`config.mk`:
```
export PLATFORM = sky130hd
export DESIGN_NAME = hazard_unit_mc_flat
export DESIGN_NICKNAME = d
export VERILOG_FILES = /design/src/rtl/hazard_unit_mc_if.sv /design/src/rtl/hazard_unit_mc.sv /design/src/flat_wrapper.sv
export SDC_FILE = /design/constraint.sdc
export NUM_CORES = 1
export LEC_CHECK = 0
export BUFFER_PORTS_ARGS = -buffer_cell sky130_fd_sc_hd__clkbuf_2
export CELL_PAD_IN_SITES_DETAIL_PLACEMENT = 1
export CELL_PAD_IN_SITES_GLOBAL_PLACEMENT = 1
export CORE_ASPECT_RATIO = 0.7
export CORE_MARGIN = 2
export CORE_UTILIZATION = 29
export DETAILED_ROUTE_END_ITERATION = 8
export HOLD_SLACK_MARGIN = 0.05
export MAX_ROUTING_LAYER = met4
export PLACE_DENSITY = 0.86
export SETUP_SLACK_MARGIN = 0.05
export SLEW_MARGIN = 20
export SYNTH_ARGS = -nofsm -noshare
export SYNTH_HDL_FRONTEND = slang
export SYNTH_SLANG_ARGS = --single-unit
```
`constraint.sdc`:
```
create_clock -name clk -period 4 [get_ports clk]
set_clock_uncertainty 0.05 [all_clocks]
set_input_delay 0.4 -clock clk [delete_from_list [all_inputs] [get_ports clk]]
set_output_delay 0.4 -clock clk [all_outputs]
set_load 0.005 [all_outputs]
```
`src/rtl/hazard_unit_mc_if.sv`:
```
// Pipeline-field inputs and datapath control outputs of the hazard unit.
// The datapath side is the master; the hazard unit is the slave.
interface hazard_unit_mc_if #(
  parameter int RA_W = 5
);
  logic [RA_W-1:0] d_rs;
  logic [RA_W-1:0] d_rt;
  logic [RA_W-1:0] e_rs;
  logic [RA_W-1:0] e_rt;
  logic [RA_W-1:0] e_rf_wa;
  logic [RA_W-1:0] m_rf_wa;
  logic [RA_W-1:0] w_rf_wa;
  logic            e_rf_we;
  logic            m_rf_we;
  logic            w_rf_we;
  logic            e_is_load;
  logic            m_is_load;
  logic            d_is_branch;
  logic            d_pc_src;
  logic            d_uses_mdu;
  logic            mdu_start;
  logic [1:0]      sel_forward_alu_a;
  logic [1:0]      sel_forward_alu_b;
  logic            sel_forward_br_a;
  logic            sel_forward_br_b;
  logic            f_stall;
  logic            d_stall;
  logic            d_flush;
  logic            e_flush;
  logic            mdu_busy;

  modport master (
    output d_rs, d_rt, e_rs, e_rt, e_rf_wa, m_rf_wa, w_rf_wa,
           e_rf_we, m_rf_we, w_rf_we, e_is_load, m_is_load,
           d_is_branch, d_pc_src, d_uses_mdu, mdu_start,
    input  sel_forward_alu_a, sel_forward_alu_b, sel_forward_br_a, sel_forward_br_b,
           f_stall, d_stall, d_flush, e_flush, mdu_busy
  );

  modport slave (
    input  d_rs, d_rt, e_rs, e_rt, e_rf_wa, m_rf_wa, w_rf_wa,
           e_rf_we, m_rf_we, w_rf_we, e_is_load, m_is_load,
           d_is_branch, d_pc_src, d_uses_mdu, mdu_start,
    output sel_forward_alu_a, sel_forward_alu_b, sel_forward_br_a, sel_forward_br_b,
           f_stall, d_stall, d_flush, e_flush, mdu_busy
  );
endinterface

```
`src/rtl/hazard_unit_mc.sv`:
```
// Hazard unit for a 5-stage pipeline: forwarding selects, load-use / branch / MDU
// stalls with multi-cycle load and MDU counters, and taken-branch flush.
module hazard_unit_mc #(
  parameter int RA_W     = 5,
  parameter int LOAD_LAT = 1,
  parameter int MDU_LAT  = 4
) (
  input logic             clk,
  input logic             reset,
  hazard_unit_mc_if.slave hz
);
  localparam int LD_W = (LOAD_LAT > 1) ? $clog2(LOAD_LAT) : 1;
  localparam int MD_W = $clog2(MDU_LAT + 1);

  logic [LD_W-1:0] r_ld_cnt;
  logic [MD_W-1:0] r_mdu_cnt;

  logic       w_lu, w_br_e, w_br_m, w_md;
  logic       w_stall_pre, w_stall, w_mdu_busy;
  logic [1:0] w_sel_a, w_sel_b;
  logic       w_br_a, w_br_b;

  function automatic logic f_match(input logic [RA_W-1:0] a, input logic [RA_W-1:0] b);
    return (a != '0) && (a == b);
  endfunction

  assign w_sel_a = (f_match(hz.e_rs, hz.m_rf_wa) && hz.m_rf_we) ? 2'b10 :
                   (f_match(hz.e_rs, hz.w_rf_wa) && hz.w_rf_we) ? 2'b01 : 2'b00;
  assign w_sel_b = (f_match(hz.e_rt, hz.m_rf_wa) && hz.m_rf_we) ? 2'b10 :
                   (f_match(hz.e_rt, hz.w_rf_wa) && hz.w_rf_we) ? 2'b01 : 2'b00;
  assign w_br_a  = f_match(hz.d_rs, hz.m_rf_wa) && hz.m_rf_we && !hz.m_is_load;
  assign w_br_b  = f_match(hz.d_rt, hz.m_rf_wa) && hz.m_rf_we && !hz.m_is_load;

  assign w_lu   = hz.e_is_load && hz.e_rf_we &&
                  (f_match(hz.d_rs, hz.e_rf_wa) || f_match(hz.d_rt, hz.e_rf_wa));
  assign w_br_e = hz.d_is_branch && hz.e_rf_we &&
                  (f_match(hz.d_rs, hz.e_rf_wa) || f_match(hz.d_rt, hz.e_rf_wa));
  assign w_br_m = hz.d_is_branch && hz.m_is_load && hz.m_rf_we &&
                  (f_match(hz.d_rs, hz.m_rf_wa) || f_match(hz.d_rt, hz.m_rf_wa));
  assign w_mdu_busy = (r_mdu_cnt != '0);
  assign w_md       = hz.d_uses_mdu && (w_mdu_busy || hz.mdu_start);

  // A stall caused only by the MDU itself must not cancel the op that raised it.
  assign w_stall_pre = w_lu || w_br_e || w_br_m || (r_ld_cnt != '0);
  assign w_stall     = w_stall_pre || w_md;

  always_comb begin
    hz.sel_forward_alu_a = 2'b00;
    hz.sel_forward_alu_b = 2'b00;
    hz.sel_forward_br_a  = 1'b0;
    hz.sel_forward_br_b  = 1'b0;
    hz.f_stall           = 1'b0;
    hz.d_stall           = 1'b0;
    hz.e_flush           = 1'b0;
    hz.d_flush           = 1'b0;
    hz.mdu_busy          = 1'b0;
    if (reset) begin
      hz.sel_forward_alu_a = w_sel_a;
      hz.sel_forward_alu_b = w_sel_b;
      hz.sel_forward_br_a  = w_br_a;
      hz.sel_forward_br_b  = w_br_b;
      hz.f_stall           = w_stall;
      hz.d_stall           = w_stall;
      hz.e_flush           = w_stall;
      hz.d_flush           = hz.d_pc_src && !w_stall;
      hz.mdu_busy          = w_mdu_busy;
    end
  end

  always_ff @(posedge clk) begin
    if (!reset) begin
      r_ld_cnt  <= '0;
      r_mdu_cnt <= '0;
    end else begin
      // The first bubble is the load-use cycle itself; the counter adds the rest.
      if (w_lu && (r_ld_cnt == '0)) begin
        r_ld_cnt <= LD_W'(LOAD_LAT - 1);
      end else if (r_ld_cnt != '0) begin
        r_ld_cnt <= r_ld_cnt - LD_W'(1);
      end

      if (hz.mdu_start && !w_stall_pre) begin
        r_mdu_cnt <= MD_W'(MDU_LAT);
      end else if (r_mdu_cnt != '0) begin
        r_mdu_cnt <= r_mdu_cnt - MD_W'(1);
      end
    end
  end
endmodule

```
`src/flat_wrapper.sv`:
```
// flat-port wrapper written by rule: the top's interface ports become plain ports
module hazard_unit_mc_flat 
#(
  parameter int RA_W     = 5,
  parameter int LOAD_LAT = 1,
  parameter int MDU_LAT  = 4
)
  (clk, reset, hz_d_rs, hz_d_rt, hz_e_rs, hz_e_rt, hz_e_rf_wa, hz_m_rf_wa, hz_w_rf_wa, hz_e_rf_we, hz_m_rf_we, hz_w_rf_we, hz_e_is_load, hz_m_is_load, hz_d_is_branch, hz_d_pc_src, hz_d_uses_mdu, hz_mdu_start, hz_sel_forward_alu_a, hz_sel_forward_alu_b, hz_sel_forward_br_a, hz_sel_forward_br_b, hz_f_stall, hz_d_stall, hz_d_flush, hz_e_flush, hz_mdu_busy);
  hazard_unit_mc_if #(.RA_W(RA_W)) hz_i ();
  input logic clk;
  input logic reset;
  input wire logic [$bits(hz_i.d_rs)-1:0] hz_d_rs;
  input wire logic [$bits(hz_i.d_rt)-1:0] hz_d_rt;
  input wire logic [$bits(hz_i.e_rs)-1:0] hz_e_rs;
  input wire logic [$bits(hz_i.e_rt)-1:0] hz_e_rt;
  input wire logic [$bits(hz_i.e_rf_wa)-1:0] hz_e_rf_wa;
  input wire logic [$bits(hz_i.m_rf_wa)-1:0] hz_m_rf_wa;
  input wire logic [$bits(hz_i.w_rf_wa)-1:0] hz_w_rf_wa;
  input wire logic [$bits(hz_i.e_rf_we)-1:0] hz_e_rf_we;
  input wire logic [$bits(hz_i.m_rf_we)-1:0] hz_m_rf_we;
  input wire logic [$bits(hz_i.w_rf_we)-1:0] hz_w_rf_we;
  input wire logic [$bits(hz_i.e_is_load)-1:0] hz_e_is_load;
  input wire logic [$bits(hz_i.m_is_load)-1:0] hz_m_is_load;
  input wire logic [$bits(hz_i.d_is_branch)-1:0] hz_d_is_branch;
  input wire logic [$bits(hz_i.d_pc_src)-1:0] hz_d_pc_src;
  input wire logic [$bits(hz_i.d_uses_mdu)-1:0] hz_d_uses_mdu;
  input wire logic [$bits(hz_i.mdu_start)-1:0] hz_mdu_start;
  output wire logic [$bits(hz_i.sel_forward_alu_a)-1:0] hz_sel_forward_alu_a;
  output wire logic [$bits(hz_i.sel_forward_alu_b)-1:0] hz_sel_forward_alu_b;
  output wire logic [$bits(hz_i.sel_forward_br_a)-1:0] hz_sel_forward_br_a;
  output wire logic [$bits(hz_i.sel_forward_br_b)-1:0] hz_sel_forward_br_b;
  output wire logic [$bits(hz_i.f_stall)-1:0] hz_f_stall;
  output wire logic [$bits(hz_i.d_stall)-1:0] hz_d_stall;
  output wire logic [$bits(hz_i.d_flush)-1:0] hz_d_flush;
  output wire logic [$bits(hz_i.e_flush)-1:0] hz_e_flush;
  output wire logic [$bits(hz_i.mdu_busy)-1:0] hz_mdu_busy;
  assign hz_i.d_rs = hz_d_rs;
  assign hz_i.d_rt = hz_d_rt;
  assign hz_i.e_rs = hz_e_rs;
  assign hz_i.e_rt = hz_e_rt;
  assign hz_i.e_rf_wa = hz_e_rf_wa;
  assign hz_i.m_rf_wa = hz_m_rf_wa;
  assign hz_i.w_rf_wa = hz_w_rf_wa;
  assign hz_i.e_rf_we = hz_e_rf_we;
  assign hz_i.m_rf_we = hz_m_rf_we;
  assign hz_i.w_rf_we = hz_w_rf_we;
  assign hz_i.e_is_load = hz_e_is_load;
  assign hz_i.m_is_load = hz_m_is_load;
  assign hz_i.d_is_branch = hz_d_is_branch;
  assign hz_i.d_pc_src = hz_d_pc_src;
  assign hz_i.d_uses_mdu = hz_d_uses_mdu;
  assign hz_i.mdu_start = hz_mdu_start;
  assign hz_sel_forward_alu_a = hz_i.sel_forward_alu_a;
  assign hz_sel_forward_alu_b = hz_i.sel_forward_alu_b;
  assign hz_sel_forward_br_a = hz_i.sel_forward_br_a;
  assign hz_sel_forward_br_b = hz_i.sel_forward_br_b;
  assign hz_f_stall = hz_i.f_stall;
  assign hz_d_stall = hz_i.d_stall;
  assign hz_d_flush = hz_i.d_flush;
  assign hz_e_flush = hz_i.e_flush;
  assign hz_mdu_busy = hz_i.mdu_busy;
  hazard_unit_mc #(.RA_W(RA_W), .LOAD_LAT(LOAD_LAT), .MDU_LAT(MDU_LAT)) u_core (.clk(clk), .reset(reset), .hz(hz_i));
endmodule
```
==> summary.txt, run 1 <==
Synthesis
  • Mux contribution to synthesized area: 1.24%
  • Syn Nets: 151
  • Post-Syn Instances: 103
  • Seq/Total Area, Yosys: 9.92%
  • Synth Area in Adders: 3.10%
  • Main combinational cell family by area after synthesis: XOR/XNOR gates
  • Post-Synthesis Cell Area: 807 um2
  • Xor/xnor share of the synthesized area: 44.5%
  • Simple-gate area share of the yosys netlist: 31.5%
  • Post-synthesis compound-gate area fraction: 4.19%
  • Unique masters post-synth: 28
  • Synthesis Warnings: 0
  • Syn avg cell area: 7.84 um2
  • FF+latch count, synth: 4

Drt
  • DR WL/cell: 14.0 um
  • DRT iter0 DRCs: 14
  • 1st-pass router iterations: 4
  • Final WL: 2.66 mm
  • Vias per cell: 4.80
  • Vias: 912
  • Routed Antenna Nets: 0
  • DRC: 0

Clocking
  • Post-cts sizing count: 0
  • Clock buffer depth: 2
  • Clock root buffer: clkbuf_8
  • Postcts setup bufs: 0
  • Post-CTS Hold Buffers: 0
  • Total CTS buffers: 3
  • Clk_lat worst skew: 0.22 ns
  • CTS Sinks: 4
  • H-tree depth: 1
  • Worst-path clk slew: 0.03 ns
  • CTS tree: done

Global route
  • GR Overflow Total: 0
  • Initial antenna violation count: 0
  • Number of global-route vias before repair: 928
  • First-pass GRT wire length: 4.11 mm
  • Largest net degree at the start of global routing: 13
  • Tot GR Track Use: 17.1%

Finish
  • Layout area overhead: 41.4%
  • Area of the multi-input gates: 686 um2
  • Fin cells: 190
  • Commonest non-fill, non-tap cells in the layout: clkbuf_2, xnor2_1, xor2_1
  • Commonest non-fill, non-tap cell in the layout: clkbuf_2
  • Share of layout cells above drive strength 1: 39.7%
  • Filler cells: 357
  • Register area: 80.1 um2
  • # nets final: 206
  • Antenna diode count: 0

Power and ir drop
  • Max VDD drop: 85.8 uV
  • Sw power: 121 uW
  • Net Sw Frac: 37.4%
  • Power Dens Cells: 284 mW/mm2
  • Clk pwr share: 27.5%
  • Comb power frac: 53.5%
  • Cell internal pwr: 203 uW
  • Total Power: 324 uW
  • Seq pwr share: 19.0%
  • Lkg Pwr: 0.000522 uW

Timing
  • RSZ-0062 raised after global routing: false
  • Max Fclk: 409 MHz
  • Final hold slack: 0.493 ns
  • Final slew viol count: 0
  • Final period util: 61.1%
  • Final setup TNS: 0 ns
  • Final hold violation count: 0
  • Worst Slack Setup Final: 1.56 ns
  • Final setup violation count: 0
  • Min Tclk post-route: 2.44 ns

Setup path
  • Worst Path Required: 3.55 ns
  • Critical Path Start Type: primary input
  • Crit Path Max Fanout: 3
  • Worst path arrival time: 1.99 ns
  • Setup crit end kind: primary output
  • Critical path class: in -> out

Place
  • GPL Wtd Cong: 0.805
  • Post-DP HPWL: 2.40 mm
  • Placed Cells: 187
  • Port Buffer Count: 56
  • Pre-CTS setup slack: 1.53 ns

Die
  • Initial Utilization: 31.6%
  • Die X-Extent: 67.1 um
  • Die area: 0.00323 mm2
  • I/O Pins: 57
  • Row cnt: 15
  • Die Ht: 48.1 um
  • Core area: 0.00255 mm2

Run
  • Maxcap violations: 0

Run status
  • Status: finished, final reports clean

Worst hold path
  • Hold Crit Class: in -> reg
layer usage:
metal | GRT usage (%) | vias up | routed length (um)
li1 | - | 465 | -
met1 | 19.9 | 413 | 1190
met2 | 33.5 | 34 | 1330
met3 | 1.15 | 0 | 145
met4 | 3.67 | 0 | 0
met5 | - | - | 0
cell usage after synthesis:
cell,n,share of area [%]
and3b_1,1,1.1
nor2_1,4,1.9
nor2_2,1,0.78
or4_4,1,1.4
nand3_1,4,2.5
o211ai_1,1,0.93
ha_1,2,3.1
clkbuf_1,4,1.9
xnor2_1,29,31
nand4_1,6,4.7
xor2_1,12,13
and3_1,3,2.3
nand4b_1,1,1.1
and2_1,2,1.6
and3b_2,1,1.2
buf_4,2,1.9
conb_1,1,0.46
nor4_1,8,6.2
dfxtp_1,4,9.9
a21boi_1,1,0.93
and4b_1,1,1.2
o221ai_1,1,1.1
nor2b_1,3,2.3
or4_1,3,2.8
nand2_1,1,0.46
inv_1,3,1.4
mux2i_1,1,1.2
o21ai_0,2,1.2
critical path: stages:
cell      delay (ns)
clkbuf_2        0.11
or4_1           0.52
nor2_1          0.14
nor4_1          0.09
o221ai_1        0.21
and4b_1         0.26
and3_1          0.16
clkbuf_2        0.10
sequential cells by signal, summed over array words and instances (netlist names):
name,flops
u_core.r_ld_cnt,1
u_core.r_mdu_cnt,3
kinds of logic after synthesis:
group / Yosys count
mux: 1
buf+inv: 9
compound gates: 5
xor+xnor: 41
flops: 4
fa+ha+maj: 2
other cells: 1
simple gates: 40
final cells by class:
cell class	instances	area share (%)
Clock buffer	3	3.62
Inverter	3	0.987
Multi-Input combinational cell	90	60.1
Sequential cell	4	7.02
Tap cell	34	3.73
Timing Repair Buffer	56	24.6
per-stage QoR:
step / utilization (%) / instance area [um2]
2_1_floorplan: - / 807
3_3_place_gp: 43.1 / 1100
3_5_place_dp: 43.1 / 1100
4_1_cts: 44.7 / 1140
5_1_grt: 44.7 / 1140
6_report: 44.7 / 1140
worst paths after layout:
path,start,end,slack (ns),depth (start not counted)
worst max-delay path,hz_d_rs[0],hz_d_flush,1.56,8
worst min-delay path,hz_mdu_start,u_core.r_mdu_cnt[2],0.49,3
worst max register to register,u_core.r_mdu_cnt[0],u_core.r_mdu_cnt[1],2.60,5
worst min register to register,u_core.r_mdu_cnt[2],u_core.r_mdu_cnt[2],0.54,2
power by group through the flow:
stage               combinational [uW]  sequential [uW]  clock (uW)
global placement                   165             60.6           0
CTS                                175             61.8        92.2
global route                       193             63.5        93.5
finish                             173             61.6        89.1
detailed placement                 173             62.4           0
floorplan                          112             59.3           0
No activity file was read; power rests on OpenSTA's default activity.
==> run 2, diff against run 1 <==
--- a/config.mk
+++ b/config.mk
@@ -10,11 +10,11 @@
 export CELL_PAD_IN_SITES_GLOBAL_PLACEMENT = 1
 export CORE_ASPECT_RATIO = 0.7
 export CORE_MARGIN = 2
-export CORE_UTILIZATION = 29
+export CORE_UTILIZATION = 27
 export DETAILED_ROUTE_END_ITERATION = 8
 export HOLD_SLACK_MARGIN = 0.05
 export MAX_ROUTING_LAYER = met4
-export PLACE_DENSITY = 0.86
+export PLACE_DENSITY = 0.81
 export SETUP_SLACK_MARGIN = 0.05
 export SLEW_MARGIN = 20
 export SYNTH_ARGS = -nofsm -noshare
==> constraint.sdc (replaced) <==
create_clock -name clk -period 2.35 [get_ports clk]
set_clock_uncertainty 0.05 [all_clocks]
set_input_delay 0.235 -clock clk [delete_from_list [all_inputs] [get_ports clk]]
set_output_delay 0.235 -clock clk [all_outputs]
set_load 0.005 [all_outputs]
==> run 2 against run 1 <==
Against the previous run: worst setup slack got worse by 1.4 ns; critical path depth unchanged; flip-flop and latch count unchanged; worst hold slack got worse by 0.16 ns; combinational power increased by 72%; non-clock buffer count unchanged; total power increased by 70%; global-route usage increased by 0.62 points; core utilization decreased by 4.2 points; wire length increased by 9.8%; critical endpoint unchanged; largest cell class unchanged.
==> summary.txt, run 2 (same netlist as run 1, synthesis figures left out) <==
Drt
  • Routed Antenna Nets: 0
  • Vias: 952
  • Final WL: 2.92 mm
  • DRC: 0
  • 1st-pass router iterations: 4
  • DR WL/cell: 15.2 um
  • DRT iter0 DRCs: 10
  • Vias per cell: 4.96

Timing
  • Min Tclk post-route: 2.16 ns
  • RSZ-0062 raised after global routing: false
  • Final setup TNS: 0 ns
  • Final hold violation count: 0
  • Final setup violation count: 0
  • Final slew viol count: 0
  • Final period util: 92.1%
  • Max Fclk: 462 MHz
  • Worst Slack Setup Final: 0.186 ns

Run
  • Maxcap violations: 0

Finish
  • Layout area overhead: 41.7%
  • Commonest non-fill, non-tap cells in the layout: clkbuf_2, xnor2_1, xor2_1
  • Final Instance Area: 0.00114 mm2
  • # nets final: 206
  • Share of layout cells above drive strength 1: 39.7%
  • Biggest regs: u_core.r_mdu_cnt: 3 flops, u_core.r_ld_cnt: 1 flops
  • Final Core Density: 40.5%
  • Most flops, register: u_core.r_mdu_cnt
  • Max reg flops: 3
  • Antenna diode count: 0
  • Commonest non-fill, non-tap cell in the layout: clkbuf_2

Place
  • Post-DP HPWL: 2.60 mm
  • Port Buffer Count: 56
  • GPL Wtd Cong: 0.853
  • Pre-CTS setup slack: 0.198 ns
  • Cell area after placement: 0.00110 mm2

Global route
  • First-pass GRT wire length: 4.81 mm
  • Tot GR Track Use: 17.8%
  • GR Overflow Total: 0
  • Number of global-route vias before repair: 1057
  • Largest net degree at the start of global routing: 13
  • Initial antenna violation count: 0

Power and ir drop
  • Comb power frac: 54.2%
  • Net Sw Frac: 37.2%
  • Sw power: 204 uW
  • Clk pwr share: 26.4%
  • Power Dens Cells: 480 mW/mm2
  • Seq pwr share: 19.4%
  • Lkg Pwr: 0.000522 uW
  • Cell internal pwr: 345 uW
  • Max VDD drop: 264 uV

Clocking
  • Clk_lat worst skew: 0.22 ns
  • Total CTS buffers: 3
  • Post-cts sizing count: 0
  • CTS Sinks: 4
  • Clock buffer depth: 2
  • Postcts setup bufs: 0
  • CTS tree: done
  • Clock root buffer: clkbuf_8
  • Post-CTS Hold Buffers: 0
  • H-tree depth: 1
  • Worst-path clk slew: 0.03 ns

Setup path
  • Crit Path Max Fanout: 5
  • CP peak stage delay: 0.36 ns
  • Cell repeated most along the worst path: inv_1
  • Critical path class: reg -> out
  • Worst path arrival time: 1.88 ns
  • Slowest-stage cell, CP: nor2b_1
  • Critical Path Start Type: flip-flop
  • Crit path cell chain: inv_1 -> ha_1 -> nor2b_1 -> inv_1 -> o21ai_0 -> and4b_1 -> and3_1 -> clkbuf_2
  • Worst Path Required: 2.07 ns
  • Setup crit end kind: primary output

Die
  • Die X-Extent: 69.3 um
  • I/O Pins: 57
  • Core area: 0.00282 mm2
  • Die Ht: 49.7 um
  • Die area: 0.00345 mm2
  • Initial Utilization: 28.6%
  • Row cnt: 16

Run status
  • Status: finished, final reports clean

Worst hold path
  • Hold Crit Class: in -> reg
[run 2: cell counts in the layout (fill, tap and decap cells not counted)]
No cell type changed its count.
[run 2: worst paths after layout]
path                  startpoint                   to  cells after the start  slack (ns)
max          u_core.r_mdu_cnt[0]           hz_d_flush                      8        0.19
min                 hz_mdu_start  u_core.r_mdu_cnt[2]                      3        0.34
max reg2reg  u_core.r_mdu_cnt[0]  u_core.r_mdu_cnt[1]                      5        0.95
min reg2reg  u_core.r_mdu_cnt[2]  u_core.r_mdu_cnt[2]                      2        0.52
[run 2: per-layer routing]
metal  vias up  global-route usage (%)  wire length (um)
li1        466                       -                 -
met1       445                    20.1              1270
met2        39                    32.5              1470
met3         2                    3.89               162
met4         0                    3.59                21
met5         -                       -                 0
[run 2: power groups by stage]
stage | Combinational, uW | Sequential [uW] | Clock, uW
2_1_floorplan | 191 | 101 | 0
3_3_place_gp | 280 | 102 | 0
3_5_place_dp | 296 | 107 | 0
4_1_cts | 301 | 107 | 152
5_1_grt | 336 | 108 | 152
6_report | 298 | 107 | 145
[run 2: metrics by stage]
step | hold slack, ns | std cells | power [uW]
CTS | 0.337 | 192 | 560
finish | 0.337 | 192 | 549
global placement | 0.492 | 189 | 382
floorplan | 0.381 | 103 | 292
detailed placement | 0.514 | 189 | 404
global route | 0.367 | 192 | 596
[run 2: critical path: cells and delay by family, from the launching register on]
family,cells,cell delay [ns]
buf+inv,3,0.28
simple gates,3,0.76
compound gates,1,0.15
flops,1,0.32
fa+ha+maj,1,0.16
[run 2: cell type report]
| class | instances | area (um2) |
|---|---|---|
| Timing Repair Buffer | 56 | 280 |
| Tap cell | 36 | 45.0 |
| Sequential cell | 4 | 80.1 |
| Clock buffer | 3 | 41.3 |
| Multi-Input combinational cell | 90 | 686 |
| Inverter | 3 | 11.3 |
| Fill cell | 360 | 1680 |
